[src/rtl/slave_port_v3_pkg.sv]
// Shared types and helpers for the bit-serial bus slave port (v3).
// State encoding is fixed so that debug tooling can decode dbg_state.
package slave_port_pkg;

   typedef enum logic [2:0] {
      SP_IDLE  = 3'd0,
      SP_HDR   = 3'd1,
      SP_WDATA = 3'd2,
      SP_WRITE = 3'd3,
      SP_RWAIT = 3'd4,
      SP_SEND  = 3'd5
   } sp_state_t;

   localparam int SP_STATE_W = 3;

   // Width of a counter that must hold the value n (never narrower than 1 bit).
   function automatic int sp_cnt_w(input int n);
      int w;
      w = $clog2(n + 1);
      return (w < 1) ? 1 : w;
   endfunction

endpackage

[src/rtl/slave_port_v3_shift_reg.sv]
// MSB-first shifter with synchronous clear, parallel load and serial input.
// Load takes priority over shift when both are requested.
module sp_shift_reg #(
   parameter int WIDTH = 8
) (
   input  logic             clk,
   input  logic             rstn,
   input  logic             i_load,
   input  logic [WIDTH-1:0] i_load_data,
   input  logic             i_shift,
   input  logic             i_serial,
   output logic [WIDTH-1:0] o_data
);

   logic [WIDTH-1:0] r_data;

   always_ff @(posedge clk) begin
      if (!rstn) begin
         r_data <= '0;
      end else if (i_load) begin
         r_data <= i_load_data;
      end else if (i_shift) begin
         r_data <= {r_data[WIDTH-2:0], i_serial};
      end
   end

   assign o_data = r_data;

endmodule

[src/rtl/slave_port_v3.sv]
// Bit-serial bus slave port: serial header (address + burst length), then a
// burst of MSB-first data words written to or read from a synchronous RAM.
module slave_port_v3
   import slave_port_pkg::*;
#(
   parameter int ADDR_WIDTH   = 16,
   parameter int DATA_WIDTH   = 8,
   parameter int LEN_WIDTH    = 4,
   parameter int READ_LATENCY = 4,
   parameter bit SPLIT_EN     = 1'b0
) (
   input  logic                  clk,
   input  logic                  rstn,
   input  logic                  master_valid,
   input  logic                  master_ready,
   input  logic                  mode,
   input  logic                  wr_bus,
   output logic                  rd_bus,
   output logic                  slave_ready,
   output logic                  slave_valid,
   output logic                  split,
   input  logic [DATA_WIDTH-1:0] ram_in,
   output logic [DATA_WIDTH-1:0] ram_out,
   output logic [ADDR_WIDTH-1:0] ram_addr_out,
   output logic                  ram_wr_en,
   output sp_state_t             dbg_state
);

   // Handshake: a wr_bus bit is consumed on a rising edge where slave_ready
   // and master_valid are both 1; an rd_bus bit is consumed on a rising edge
   // where slave_valid and master_ready are both 1. All outputs are Moore.

   localparam int HDR_W   = ADDR_WIDTH + LEN_WIDTH;
   localparam int BIT_MAX = (HDR_W > DATA_WIDTH) ? HDR_W : DATA_WIDTH;
   localparam int BIT_W   = sp_cnt_w(BIT_MAX);
   localparam int LAT_W   = sp_cnt_w(READ_LATENCY);

   localparam logic [BIT_W-1:0] HDR_LAST  = BIT_W'(HDR_W - 1);
   localparam logic [BIT_W-1:0] DATA_LAST = BIT_W'(DATA_WIDTH - 1);
   localparam logic [LAT_W-1:0] LAT_LAST  = LAT_W'(READ_LATENCY - 1);

   sp_state_t            r_state;
   sp_state_t            w_next;
   logic [BIT_W-1:0]     r_bit_cnt;
   logic [LAT_W-1:0]     r_lat_cnt;
   logic [LEN_WIDTH-1:0] r_idx;
   logic                 r_mode;

   logic [HDR_W-1:0]      w_hdr;
   logic [DATA_WIDTH-1:0] w_data;
   logic [ADDR_WIDTH-1:0] w_base;
   logic [LEN_WIDTH-1:0]  w_len;
   logic [ADDR_WIDTH-1:0] w_addr;
   logic                  w_last;
   logic                  w_mode_eff;
   logic                  w_dat_serial;

   logic w_slave_ready;
   logic w_slave_valid;
   logic w_split;
   logic w_wr_en;
   logic w_hdr_shift;
   logic w_dat_shift;
   logic w_dat_load;
   logic w_idx_inc;

   assign w_base = w_hdr[HDR_W-1 -: ADDR_WIDTH];
   assign w_len  = w_hdr[LEN_WIDTH-1:0];
   // Address wraps naturally modulo 2^ADDR_WIDTH.
   assign w_addr = w_base + ADDR_WIDTH'(r_idx);
   assign w_last = (r_idx == w_len);

   // The first header bit decides the direction even before r_mode updates.
   assign w_mode_eff   = (r_bit_cnt == '0) ? mode : r_mode;
   assign w_dat_serial = (r_state == SP_WDATA) ? wr_bus : 1'b0;

   sp_shift_reg #(.WIDTH(HDR_W)) u_hdr_sr (
      .clk         (clk),
      .rstn        (rstn),
      .i_load      (1'b0),
      .i_load_data ({HDR_W{1'b0}}),
      .i_shift     (w_hdr_shift),
      .i_serial    (wr_bus),
      .o_data      (w_hdr)
   );

   // One data shifter serves both directions: a transaction is either a write or a read.
   sp_shift_reg #(.WIDTH(DATA_WIDTH)) u_dat_sr (
      .clk         (clk),
      .rstn        (rstn),
      .i_load      (w_dat_load),
      .i_load_data (ram_in),
      .i_shift     (w_dat_shift),
      .i_serial    (w_dat_serial),
      .o_data      (w_data)
   );

   always_ff @(posedge clk) begin
      if (!rstn) begin
         r_state <= SP_IDLE;
      end else begin
         r_state <= w_next;
      end
   end

   always_comb begin
      w_next        = r_state;
      w_slave_ready = 1'b0;
      w_slave_valid = 1'b0;
      w_split       = 1'b0;
      w_wr_en       = 1'b0;
      w_hdr_shift   = 1'b0;
      w_dat_shift   = 1'b0;
      w_dat_load    = 1'b0;
      w_idx_inc     = 1'b0;
      unique case (r_state)
         SP_IDLE: begin
            if (master_valid) w_next = SP_HDR;
         end
         SP_HDR: begin
            w_slave_ready = 1'b1;
            if (!master_valid) begin
               w_next = SP_IDLE;
            end else begin
               w_hdr_shift = 1'b1;
               if (r_bit_cnt == HDR_LAST) w_next = w_mode_eff ? SP_WDATA : SP_RWAIT;
            end
         end
         SP_WDATA: begin
            w_slave_ready = 1'b1;
            if (!master_valid) begin
               w_next = SP_IDLE;
            end else begin
               w_dat_shift = 1'b1;
               if (r_bit_cnt == DATA_LAST) w_next = SP_WRITE;
            end
         end
         SP_WRITE: begin
            w_wr_en = 1'b1;
            if (w_last) begin
               w_next = SP_IDLE;
            end else begin
               w_idx_inc = 1'b1;
               w_next    = SP_WDATA;
            end
         end
         SP_RWAIT: begin
            w_split = SPLIT_EN;
            if (r_lat_cnt == LAT_LAST) begin
               w_dat_load = 1'b1;
               w_next     = SP_SEND;
            end
         end
         SP_SEND: begin
            w_slave_valid = 1'b1;
            if (master_ready) begin
               w_dat_shift = 1'b1;
               if (r_bit_cnt == DATA_LAST) begin
                  if (w_last) begin
                     w_next = SP_IDLE;
                  end else begin
                     w_idx_inc = 1'b1;
                     w_next    = SP_RWAIT;
                  end
               end
            end
         end
         default: begin
            w_next = SP_IDLE;
         end
      endcase
   end

   // Bit counter restarts on every state change, so each phase counts from zero.
   always_ff @(posedge clk) begin
      if (!rstn) begin
         r_bit_cnt <= '0;
         r_lat_cnt <= '0;
         r_idx     <= '0;
         r_mode    <= 1'b0;
      end else begin
         if (w_next != r_state) begin
            r_bit_cnt <= '0;
         end else if (w_hdr_shift || w_dat_shift) begin
            r_bit_cnt <= r_bit_cnt + BIT_W'(1);
         end

         if (r_state == SP_RWAIT && w_next == SP_RWAIT) begin
            r_lat_cnt <= r_lat_cnt + LAT_W'(1);
         end else begin
            r_lat_cnt <= '0;
         end

         if (r_state == SP_IDLE || r_state == SP_HDR) begin
            r_idx <= '0;
         end else if (w_idx_inc) begin
            r_idx <= r_idx + LEN_WIDTH'(1);
         end

         if (r_state == SP_HDR && master_valid && r_bit_cnt == '0) begin
            r_mode <= mode;
         end
      end
   end

   assign rd_bus       = w_slave_valid & w_data[DATA_WIDTH-1];
   assign slave_ready  = w_slave_ready;
   assign slave_valid  = w_slave_valid;
   assign split        = w_split;
   assign ram_wr_en    = w_wr_en;
   assign ram_out      = w_data;
   assign ram_addr_out = w_addr;
   assign dbg_state    = r_state;

endmodule

[config.mk]
export PLATFORM = sky130hd
export DESIGN_NAME = slave_port_v3
export DESIGN_NICKNAME = d
export VERILOG_FILES = /design/src/rtl/slave_port_v3_pkg.sv /design/src/rtl/slave_port_v3_shift_reg.sv /design/src/rtl/slave_port_v3.sv
export SDC_FILE = /design/constraint.sdc
export NUM_CORES = 1
export LEC_CHECK = 0
export ABC_AREA = 1
export ABC_CLOCK_PERIOD_IN_PS = 2300
export CORE_UTILIZATION = 47
export DETAILED_ROUTE_END_ITERATION = 16
export PLACE_DENSITY = 0.8
export SLEW_MARGIN = 20
export SYNTH_ARGS = -nofsm -noshare
export SYNTH_HDL_FRONTEND = slang
export SYNTH_SLANG_ARGS = --single-unit
[constraint.sdc]
create_clock -name clk -period 2.3 [get_ports clk]
set_input_delay 0.46 -clock clk [delete_from_list [all_inputs] [get_ports clk]]
set_output_delay 0.46 -clock clk [all_outputs]
set_load 0.01 [all_outputs]
==> results.cfg <==
[sta]
whs_ns = 0.435
clock_skew_ns = 0.00565
setup_viol = 10
rsz0062_at_grt = yes
fin_crit_ns = 2.64
drv_slew = 0
finalCritPeriodShare_pct = 115
timing.final.hold_violations = 0
setup_ws_ns = -0.340
clock.fmax_mhz = 379

[yosys]
yosys.cell_count.top_type = nand2_1
avgSynthCellArea_sq_um = 7.03
ys_top_cells_by_count = nand2_1, inv_1, dfxtp_1, nor2_1, o21ai_0
synth-edff-count = 0
ys_seq_area_share_pct = 35.2
synthTopCellsByArea = dfxtp_1, nand2_1, inv_1
ys_types = 36
synth-seq-cells = 44
syn_area_sq_um = 2500
synth_async_sr_flop_share_pct = 0
synthCells = 356
synth_top_cell_area_share_pct = 35.2
yosysTopAreaCell = dfxtp_1
yosysWarnings = 0
synth_top_flop_cell = dfxtp_1
synth.net_count = 380

[worst_hold_path]
hold_class = register to register

[pwr]
clkPwrFrac_pct = 38.8
power.internal_mw = 1.22
vdd_ir_drop_max_mv = 0.410
switching_share_pct = 24.2
power_density_nw_per_um2 = 470
power_frac_comb_pct = 11.4
seqPwrFrac_pct = 49.9
leakagePower_nw = 1.49
power_switching_mw = 0.390

[placed_design]
pre_cts_ws_ns = -0.357
port_buffers = 44
gp_congestion = 0.901
dp_hpwl_mm = 4.42

[critical_path]
worstPathArrival_ns = 2.18
crit_required_ns = 1.84
cp_max_fo = 2
start_kind = register
worstSetupPathType = register to output pin
endpoint_kind = output pin

[drt]
num_vias = 2597
vias_per_cell = 5.14
drtPass1Iterations = 4
routedWlPerCell_um = 12.4
antenna_left = 0
drc = 0
drt_iter0_drc = 110
postRouteWirelength_mm = 6.25

[global_route]
antenna_found_initial = 0
grt_max_degree = 26
grt.overflow.total = 0
grt_pass1_vias = 2343
grt_use_total_pct = 23.8
grt_first_pass_wirelength_mm = 10.3

[clock_network]
cts_buffer_depth = 2
cts-root-buf = clkbuf_8
cts_tree = yes
clkTransAtPathRegs_ns = 0.08
h-tree-depth = 2
cts.sinks = 44
cts_made_buffers = 5
worstSkewPairLatency_ns = 0.30
ctsHoldBuffers = 0

[cells_and_area]
syn_to_final_growth_pct = 37.1
fin_util_pct = 67.1
nNetsFinal = 458
drive_gt1_share_pct = 22.8
antenna_cells = 0

[floorplan]
die_y_um = 75.0
dieArea_sq_um = 5620
die_w_um = 75.0
start_util_pct = 49.0
core_area_sq_um = 5110
io_pins = 46
rows = 26

[status]
violations = negative setup slack
outcome = complete, but fails checks

[job]
cap_violations = 0
## power by group through the flow
| stage | Sequential, mW | Clock, mW | Combinational, mW |
|---|---|---|---|
| 2_1_floorplan | 0.814 | 0 | 0.0981 |
| 3_3_place_gp | 0.817 | 0 | 0.186 |
| 3_5_place_dp | 0.818 | 0 | 0.190 |
| 4_1_cts | 0.803 | 0.641 | 0.183 |
| 5_1_grt | 0.807 | 0.674 | 0.206 |
| 6_report | 0.804 | 0.626 | 0.183 |
## metrics by stage
step	instances	instance area, sq um	power (mW)	setup TNS [ns]
5_1_grt	505	3430	1.69	-2.76
3_3_place_gp	490	3210	1.00	-1.67
6_report	505	3430	1.61	-1.62
4_1_cts	502	3390	1.63	-1.62
3_5_place_dp	490	3210	1.01	-2.22
2_1_floorplan	356	2510	0.913	0
## cells in the final DEF (no fill, tap or decap), types with 15 or more instances in the layout
cell and instances:
buf_4 33, nor2_1 35, dfxtp_1 36, nand3_1 16, o21ai_0 30, inv_1 48, nand2_1 64, xor2_1 15
a21oi_1 26, clkdlybuf4s50_1 28
## kinds of logic (layout without fill, tap and decap cells)
family | Yosys count | in the layout | synth area share, %
and+or+nand+nor | 149 | 149 | 27.8
xor gates and xnor gates | 18 | 18 | 6.30
DFF | 44 | 44 | 35.2
adders and majority gates | 10 | 10 | 5.30
AOI/OAI and AO/OA | 72 | 72 | 15.4
buffers and inverters | 62 | 141 | 9.85
other | 1 | 1 | 0.150
## per-layer routing
layer,part of all wire [%],up-vias,GRT usage [%],wire (um)
li1,-,1306,-,-
met1,44,1205,30.1,2730
met2,50,77,40.4,3130
met3,5.1,9,4.55,322
met4,1.3,0,8.81,79
met5,0,-,0,0
## final timing paths
| check | startpoint | slack, ns | to | cells past startpoint |
|---|---|---|---|---|
| hold reg to reg | r_lat_cnt[0] | 0.43 | r_lat_cnt[0] | 1 |
| hold / removal | r_lat_cnt[0] | 0.43 | r_lat_cnt[0] | 1 |
| setup / recovery | r_idx[0] | -0.34 | ram_addr_out[12] | 11 |
| setup reg to reg | r_bit_cnt[0] | 0.61 | r_idx[3] | 10 |
## sequential cells by signal, summed over array words and instances, names as in the netlist
signal / count
dbg_state: 3
u_hdr_sr.o_data: 20
r_bit_cnt: 5
u_dat_sr.o_data: 8
r_lat_cnt: 3
r_idx: 4
r_mode: 1
## layout make-up
| cell class | count | area (sq um) |
|---|---|---|
| fillers | 444 | 1680 |
| multi-input cells | 250 | 1480 |
| flip-flops and latches | 44 | 891 |
| repair buffers | 79 | 642 |
| inverters | 54 | 208 |
| well taps | 70 | 87.6 |
| clock buffers | 6 | 82.6 |
| clock inverters | 2 | 38.8 |
## repair_timing
action / 4_1_cts / 5_1_grt
pin swaps: 9 / 7
resized for setup: 72 / 20
buffers inserted: 4 / 3
setup endpoints to repair: 15 / 16
## critical path, cell delays in order (launching register included)
cell	delay, ns
dfxtp_2	0.36
ha_4	0.14
inv_2	0.04
fa_2	0.33
o211ai_1	0.25
buf_4	0.17
nand2_2	0.06
inv_2	0.06
nand2_2	0.06
nor2_2	0.10
xor2_1	0.16
buf_2	0.15
(Power assumes the default switching activity.)
